File: config.mk
export PLATFORM = sky130hd
export DESIGN_NAME = traffic_ctrl_param_flat
export DESIGN_NICKNAME = d
export VERILOG_FILES = /design/src/rtl/traffic_ctrl_param_if.sv /design/src/rtl/traffic_ctrl_param.sv /design/src/flat_wrapper.sv
export SDC_FILE = /design/constraint.sdc
export NUM_CORES = 1
export LEC_CHECK = 0
export CAP_MARGIN = 20
export CORE_MARGIN = 5
export CORE_UTILIZATION = 50
export DETAILED_ROUTE_END_ITERATION = 6
export PLACE_DENSITY = 0.65
export SLEW_MARGIN = 40
export SYNTH_ARGS = -nofsm -noshare
export SYNTH_HDL_FRONTEND = slang
export SYNTH_SLANG_ARGS = --single-unit
File: constraint.sdc
create_clock -name clk -period 5.8 [get_ports clk]
set_clock_uncertainty 0.15 [all_clocks]
set_input_delay 1.16 -clock clk [delete_from_list [all_inputs] [get_ports clk]]
set_output_delay 1.16 -clock clk [all_outputs]
set_load 0.02 [all_outputs]
File: src/rtl/traffic_ctrl_param_if.sv
// Request inputs and lamp/debug outputs of the intersection controller.
// The slave modport faces the controller; the master modport faces whatever drives the requests.
interface traffic_ctrl_param_if;
  logic       emergency;
  logic       power_outage;
  logic       ped_req;
  logic       left_turn_req;
  logic [2:0] light1;
  logic [2:0] light2;
  logic       turn_light;
  logic       ped_walk;
  logic [3:0] state;

  modport master (
    output emergency, power_outage, ped_req, left_turn_req,
    input  light1, light2, turn_light, ped_walk, state
  );

  modport slave (
    input  emergency, power_outage, ped_req, left_turn_req,
    output light1, light2, turn_light, ped_walk, state
  );
endinterface

File: src/rtl/traffic_ctrl_param.sv
// Two-road intersection controller with pedestrian, protected left-turn, emergency and outage modes.
// Each state lasts its parameter length in clock cycles exactly; lamp outputs are registered.
module traffic_ctrl_param #(
  parameter int GREEN_CYC  = 300,
  parameter int YELLOW_CYC = 50,
  parameter int ALLRED_CYC = 25,
  parameter int PED_CYC    = 600,
  parameter int TURN_CYC   = 300,
  parameter int FLASH_CYC  = 50,
  parameter int EMERG_CYC  = 300,
  parameter int CNT_W      = 32
) (
  input  logic                 clk,
  input  logic                 rst,
  traffic_ctrl_param_if.slave  bus
);

  localparam logic [3:0] ST_G2     = 4'b0001;
  localparam logic [3:0] ST_Y2     = 4'b0010;
  localparam logic [3:0] ST_AR1    = 4'b0011;
  localparam logic [3:0] ST_G1     = 4'b0100;
  localparam logic [3:0] ST_Y1     = 4'b0101;
  localparam logic [3:0] ST_AR2    = 4'b0110;
  localparam logic [3:0] ST_PED    = 4'b0111;
  localparam logic [3:0] ST_TURN_Y = 4'b1000;
  localparam logic [3:0] ST_TURN   = 4'b1001;
  localparam logic [3:0] ST_EMERG  = 4'b1010;
  localparam logic [3:0] ST_OUTAGE = 4'b1011;

  localparam logic [2:0] LAMP_RED  = 3'b100;
  localparam logic [2:0] LAMP_YEL  = 3'b010;
  localparam logic [2:0] LAMP_GRN  = 3'b001;
  localparam logic [2:0] LAMP_DARK = 3'b000;

  localparam logic FROM_Y2 = 1'b0;
  localparam logic FROM_Y1 = 1'b1;

  localparam logic [CNT_W-1:0] CNT_ZERO    = '0;
  localparam logic [CNT_W-1:0] CNT_ONE     = CNT_W'(1);
  localparam logic [CNT_W-1:0] GREEN_LAST  = CNT_W'(GREEN_CYC - 1);
  localparam logic [CNT_W-1:0] YELLOW_LAST = CNT_W'(YELLOW_CYC - 1);
  localparam logic [CNT_W-1:0] ALLRED_LAST = CNT_W'(ALLRED_CYC - 1);
  localparam logic [CNT_W-1:0] PED_LAST    = CNT_W'(PED_CYC - 1);
  localparam logic [CNT_W-1:0] TURN_LAST   = CNT_W'(TURN_CYC - 1);
  localparam logic [CNT_W-1:0] FLASH_LAST  = CNT_W'(FLASH_CYC - 1);
  localparam logic [CNT_W-1:0] EMERG_LAST  = CNT_W'(EMERG_CYC - 1);

  logic [3:0]       state_reg, state_next;
  logic [CNT_W-1:0] cnt_reg, cnt_next;
  logic [CNT_W-1:0] ecnt_reg, ecnt_next;
  logic             flash_reg, flash_next;
  logic             ped_pending_reg, ped_pending_next;
  logic             ped_from_reg, ped_from_next;
  logic [2:0]       light1_reg, light1_next;
  logic [2:0]       light2_reg, light2_next;
  logic             turn_light_reg, turn_light_next;
  logic             ped_walk_reg, ped_walk_next;

  // A latched pedestrian request may cut a green short, but only after one green cycle.
  logic ped_cut;
  assign ped_cut = ped_pending_reg && (cnt_reg != CNT_ZERO);

  always_comb begin
    state_next    = state_reg;
    cnt_next      = cnt_reg + CNT_ONE;
    ecnt_next     = ecnt_reg;
    flash_next    = flash_reg;
    ped_from_next = ped_from_reg;

    if (bus.emergency && (state_reg != ST_EMERG)) begin
      state_next = ST_EMERG;
      ecnt_next  = CNT_ZERO;
      flash_next = 1'b1;
    end else if (bus.power_outage && (state_reg != ST_EMERG) && (state_reg != ST_OUTAGE)) begin
      state_next = ST_OUTAGE;
      flash_next = 1'b1;
    end else begin
      case (state_reg)
        ST_G2: begin
          if (ped_cut) begin
            state_next = ST_Y2;
          end else if (bus.left_turn_req && !ped_pending_reg) begin
            state_next = ST_TURN_Y;
          end else if (cnt_reg == GREEN_LAST) begin
            state_next = ST_Y2;
          end
        end
        ST_Y2: begin
          if (cnt_reg == YELLOW_LAST) begin
            if (ped_pending_reg) begin
              state_next    = ST_PED;
              ped_from_next = FROM_Y2;
            end else begin
              state_next = ST_AR1;
            end
          end
        end
        ST_AR1: begin
          if (cnt_reg == ALLRED_LAST) state_next = ST_G1;
        end
        ST_G1: begin
          if (ped_cut || (cnt_reg == GREEN_LAST)) state_next = ST_Y1;
        end
        ST_Y1: begin
          if (cnt_reg == YELLOW_LAST) begin
            if (ped_pending_reg) begin
              state_next    = ST_PED;
              ped_from_next = FROM_Y1;
            end else begin
              state_next = ST_AR2;
            end
          end
        end
        ST_AR2: begin
          if (cnt_reg == ALLRED_LAST) state_next = ST_G2;
        end
        ST_PED: begin
          // Green goes to the road that was not running before the walk.
          if (cnt_reg == PED_LAST) state_next = (ped_from_reg == FROM_Y2) ? ST_G1 : ST_G2;
        end
        ST_TURN_Y: begin
          if (cnt_reg == YELLOW_LAST) state_next = ST_TURN;
        end
        ST_TURN: begin
          if (cnt_reg == TURN_LAST) state_next = ST_G1;
        end
        ST_EMERG: begin
          if (ecnt_reg == EMERG_LAST) begin
            state_next = ST_AR2;
          end else begin
            ecnt_next = ecnt_reg + CNT_ONE;
            if (cnt_reg == FLASH_LAST) begin
              flash_next = ~flash_reg;
              cnt_next   = CNT_ZERO;
            end
          end
        end
        ST_OUTAGE: begin
          if (!bus.power_outage) begin
            state_next = ST_AR2;
          end else if (cnt_reg == FLASH_LAST) begin
            flash_next = ~flash_reg;
            cnt_next   = CNT_ZERO;
          end
        end
        default: state_next = ST_AR2;
      endcase
    end

    if (state_next != state_reg) cnt_next = CNT_ZERO;

    // A press on the very cycle PED is entered is kept for the next walk.
    ped_pending_next = ped_pending_reg;
    if ((state_next == ST_PED) && (state_reg != ST_PED)) ped_pending_next = 1'b0;
    if (bus.ped_req) ped_pending_next = 1'b1;
  end

  always_comb begin
    light1_next     = LAMP_RED;
    light2_next     = LAMP_RED;
    turn_light_next = 1'b0;
    ped_walk_next   = 1'b0;
    case (state_next)
      ST_G2:     light2_next = LAMP_GRN;
      ST_Y2:     light2_next = LAMP_YEL;
      ST_G1:     light1_next = LAMP_GRN;
      ST_Y1:     light1_next = LAMP_YEL;
      ST_PED:    ped_walk_next = 1'b1;
      ST_TURN_Y: light2_next = LAMP_YEL;
      ST_TURN:   turn_light_next = 1'b1;
      ST_EMERG: begin
        if (!flash_next) begin
          light1_next = LAMP_DARK;
          light2_next = LAMP_DARK;
        end
      end
      ST_OUTAGE: begin
        light1_next = flash_next ? LAMP_YEL : LAMP_DARK;
        light2_next = flash_next ? LAMP_YEL : LAMP_DARK;
      end
      default: ;
    endcase
  end

  always_ff @(posedge clk or posedge rst) begin
    if (rst) begin
      state_reg       <= ST_AR2;
      cnt_reg         <= CNT_ZERO;
      ecnt_reg        <= CNT_ZERO;
      flash_reg       <= 1'b1;
      ped_pending_reg <= 1'b0;
      ped_from_reg    <= FROM_Y2;
      light1_reg      <= LAMP_RED;
      light2_reg      <= LAMP_RED;
      turn_light_reg  <= 1'b0;
      ped_walk_reg    <= 1'b0;
    end else begin
      state_reg       <= state_next;
      cnt_reg         <= cnt_next;
      ecnt_reg        <= ecnt_next;
      flash_reg       <= flash_next;
      ped_pending_reg <= ped_pending_next;
      ped_from_reg    <= ped_from_next;
      light1_reg      <= light1_next;
      light2_reg      <= light2_next;
      turn_light_reg  <= turn_light_next;
      ped_walk_reg    <= ped_walk_next;
    end
  end

  assign bus.state      = state_reg;
  assign bus.light1     = light1_reg;
  assign bus.light2     = light2_reg;
  assign bus.turn_light = turn_light_reg;
  assign bus.ped_walk   = ped_walk_reg;

endmodule

File: src/flat_wrapper.sv
// flat-port wrapper written by rule: the top's interface ports become plain ports
module traffic_ctrl_param_flat 
#(
  parameter int GREEN_CYC  = 300,
  parameter int YELLOW_CYC = 50,
  parameter int ALLRED_CYC = 25,
  parameter int PED_CYC    = 600,
  parameter int TURN_CYC   = 300,
  parameter int FLASH_CYC  = 50,
  parameter int EMERG_CYC  = 300,
  parameter int CNT_W      = 32
)
  (clk, rst, bus_emergency, bus_power_outage, bus_ped_req, bus_left_turn_req, bus_light1, bus_light2, bus_turn_light, bus_ped_walk, bus_state);
  traffic_ctrl_param_if bus_i ();
  input  logic clk;
  input  logic rst;
  input wire logic [$bits(bus_i.emergency)-1:0] bus_emergency;
  input wire logic [$bits(bus_i.power_outage)-1:0] bus_power_outage;
  input wire logic [$bits(bus_i.ped_req)-1:0] bus_ped_req;
  input wire logic [$bits(bus_i.left_turn_req)-1:0] bus_left_turn_req;
  output wire logic [$bits(bus_i.light1)-1:0] bus_light1;
  output wire logic [$bits(bus_i.light2)-1:0] bus_light2;
  output wire logic [$bits(bus_i.turn_light)-1:0] bus_turn_light;
  output wire logic [$bits(bus_i.ped_walk)-1:0] bus_ped_walk;
  output wire logic [$bits(bus_i.state)-1:0] bus_state;
  assign bus_i.emergency = bus_emergency;
  assign bus_i.power_outage = bus_power_outage;
  assign bus_i.ped_req = bus_ped_req;
  assign bus_i.left_turn_req = bus_left_turn_req;
  assign bus_light1 = bus_i.light1;
  assign bus_light2 = bus_i.light2;
  assign bus_turn_light = bus_i.turn_light;
  assign bus_ped_walk = bus_i.ped_walk;
  assign bus_state = bus_i.state;
  traffic_ctrl_param #(.GREEN_CYC(GREEN_CYC), .YELLOW_CYC(YELLOW_CYC), .ALLRED_CYC(ALLRED_CYC), .PED_CYC(PED_CYC), .TURN_CYC(TURN_CYC), .FLASH_CYC(FLASH_CYC), .EMERG_CYC(EMERG_CYC), .CNT_W(CNT_W)) u_core (.clk(clk), .rst(rst), .bus(bus_i));
endmodule
==> summary.md <==
| Metric | Value |
|---|---|
| Clock Latency Late Sink | 0.36 ns |
| Required @ worst endpoint | 5.92 ns |
| Die Wd | 109 um |
| Min Tclk post-route | 4.06 ns |
| Main synth FF type | dfrtp_1 |
| Placed Cells | 688 |
| LEAKAGE | 2.13 nW |
| Initial drt markers | 310 |
| Initial antenna violation count | 0 |
| NumNets Final | 577 |
| Grt met1 use | 30.4% |
| Global-route wire length before repair | 19.5 mm |
| WL per Instance | 16.1 um |
| Max Buffers Root-to-Sink | 2 |
| Max-slew headroom | 48.1% |
| Clk root buf | clkbuf_8 |
| Std-Cell Rows | 36 |
| Most common cell after layout, fill and taps aside | dfrtp_1 |
| WL final | 11.4 mm |
| Die area | 11900 um^2 |
| Crit end category | flop |
| Remaining Overflow, GRT | 0 |
| Final Max Tran Viols | 0 |
| Area Overhead vs Synth | 9.29% |
| Slew @ Worst Pin | 0.776 ns |
| Startpoint of the worst register-to-register path | u_core.bus.state[0]$_DFF_PP0_ |
| Die Ht | 109 um |
| Ys Warns | 0 |
| Via count | 4188 |
| Largest net degree at the start of global routing | 51 |
| EDFF count, synth | 0 |
| R2r setup slk | 1.84 ns |
| Area occupied by multi-input gates | 2700 um^2 |
| Syn Nets | 575 |
| Total GRT Usage | 20.6% |
| Mapped Cells | 565 |
| Setup bufs post-CTS | 0 |
| IO Pins | 18 |
| Run status | completed |
| WS Path Type | in2reg |
| Vias in the first global route | 3911 |
| Antenna-violating nets left | 0 |
| Port buffer count | 17 |
| Setup violations, final | 0 |
| Num CTS Buffers | 9 |
| Arr. time, crit path | 4.18 ns |
| FFs w/ async S/R, synth | 100% |
| Setup TNS | 0 ns |
| Syn Area/Cell | 8.65 um^2 |
| Worst setup path end | u_core.cnt_reg[1]$_DFF_PP0_ |
| H-tree depth | 3 |
| Met2 GRT Util | 30.4% |
| Fillers | 943 |
| Drc violations | 0 |
| Starting density of the core | 50.7% |
| Num Clock Sinks | 79 |
| Max-Cap Viols | 0 |
| Max Freq | 246 MHz |
| Core area | 9640 um^2 |
| Met3 usage | 3.61% |
| Power Density | 330 nW/um^2 |
| Register bit count reported by yosys | 79 |
| CP max FO | 32 |
| Post-synthesis sequential area ratio | 40.6% |
| CP Launch Point | bus_emergency |
| Tcrit/Tclk final | 70.0% |
| Peak supply drop | 0.000173 V |
| CP startpoint kind | input port |
| TritonRoute pass-1 iters | 5 |
| Reg2reg path depth | 8 |
| CTS hold repair buffers | 0 |
| ANT cells | 0 |
| Layout cells sized above 1 | 8.57% |
| CTS tree | done |
| Most Crowded Layer GR | met1 |
| Reg2reg end | u_core.cnt_reg[1]$_DFF_PP0_ |
| Clk slew on worst S/H paths | 0.09 ns |
| Via-per-instance ratio | 5.94 |
| Fin cells | 705 |
| Unrepaired setup endpoints after global routing | false |
| Mapped cell area | 4890 um^2 |
| Most frequent cells in the layout | dfrtp_1, nor2_1, nand2_1 |
| Placer Congestion | 0.814 |
| Dpl hpwl | 7.66 mm |
| Synth cell types | 56 |
| Post-CTS sizing | 0 |
| Seq. cell area | 1980 um^2 |
| Min-delay worst type | reg2reg |
| Hold Vio Cnt, Final | 0 |
where the power goes:
group	switching [W]	total, W	internal, W
clock	0.000224	0.000427	0.000203
sequential	0.0000649	0.000658	0.000593
combinational	0.000461	0.000679	0.000217
total	0.000750	0.00176	0.00101
cell usage after synthesis, types with 3 or more instances:
cell      instances  area (um^2)
dfrtp_1          74         1850
nor2_1           67          251
nand2_1          58          218
or4_1            37          278
nand3_1          32          160
o21ai_0          27          135
clkbuf_1         25         93.8
xnor2_1          24          210
nor3_1           22          110
nand4_1          20          125
inv_1            19         71.3
xor2_1           19          166
nor4_1           16          100
a21oi_1          10         50.1
mux2i_1           9         90.1
and3_1            7         43.8
nor2b_1           7         43.8
or3_1             6         37.5
a31oi_1           5         31.3
and4_1            5         43.8
dfstp_2           5          131
nand2b_1          5         31.3
o31ai_1           5         37.5
and2_1            4         25.0
buf_2             4         20.0
ha_1              4         50.1
nor3_2            4         40.0
nor4_2            4         50.1
a22o_1            3         26.3
nand3b_1          3         22.5
nor3b_1           3         22.5
per-stage QoR:
stage	utilization (%)	setup WS, ns	hold slack [ns]	total power, W	instance area [um^2]
after detailed placement	53.3	1.21	0.351	0.00134	5130
after floorplan	-	2.41	0.300	0.00115	4890
after global placement	53.2	1.27	0.358	0.00133	5130
after CTS	55.4	1.58	0.379	0.00177	5340
after global routing	55.4	1.59	0.393	0.00188	5340
final	55.4	1.74	0.381	0.00176	5340
area by class of cell:
type / count / share of cell area (%)
clock inverters: 7 / 1.48
flip-flops and latches: 79 / 37.1
clock buffers: 9 / 2.32
well taps: 133 / 3.12
multi-input cells: 435 / 50.6
inverters: 19 / 1.36
repair buffers: 23 / 3.98
worst min path at each step:
stage | start | to | cells past startpoint
6_report | u_core.ecnt_reg[31]$_DFFE_PP0P_ | u_core.ecnt_reg[31]$_DFFE_PP0P_ | 1
5_1_grt | u_core.ecnt_reg[31]$_DFFE_PP0P_ | u_core.ecnt_reg[31]$_DFFE_PP0P_ | 1
4_1_cts | u_core.ecnt_reg[17]$_DFFE_PP0P_ | u_core.ecnt_reg[17]$_DFFE_PP0P_ | 1
3_5_place_dp | u_core.ecnt_reg[14]$_DFFE_PP0P_ | u_core.ecnt_reg[14]$_DFFE_PP0P_ | 1
3_3_place_gp | u_core.ecnt_reg[14]$_DFFE_PP0P_ | u_core.ecnt_reg[14]$_DFFE_PP0P_ | 1
2_1_floorplan | u_core.ecnt_reg[31]$_DFFE_PP0P_ | u_core.ecnt_reg[31]$_DFFE_PP0P_ | 1
worst max-delay path, stage by stage:
cell	delay (ns)
clkdlybuf4s50_1	0.50
and2_0	0.44
a21oi_1	0.41
o2111ai_2	0.36
xor2_1	0.24
buf_4	0.24
or4b_2	0.66
nor3_1	0.14
layer usage:
layer | share of wire [%] | wire (um) | vias to the layer above
met5 | 0 | 0 | -
met4 | 1.5 | 175 | 0
met3 | 4.6 | 520 | 16
met2 | 44 | 5030 | 103
met1 | 50 | 5630 | 2024
li1 | - | - | 2045
logic make-up after synthesis:
| family | synth area share [%] |
|---|---|
| AND/OR/NAND/NOR | 35.4 |
| flip-flops | 40.6 |
| AO/OA/AOI/OAI | 8.55 |
| buffers and inverters | 4.33 |
| XOR/XNOR | 8.04 |
| multiplexers | 2.07 |
| adder cells (fa/ha/maj) | 1.02 |
Power figures use the tool's default switching activity.
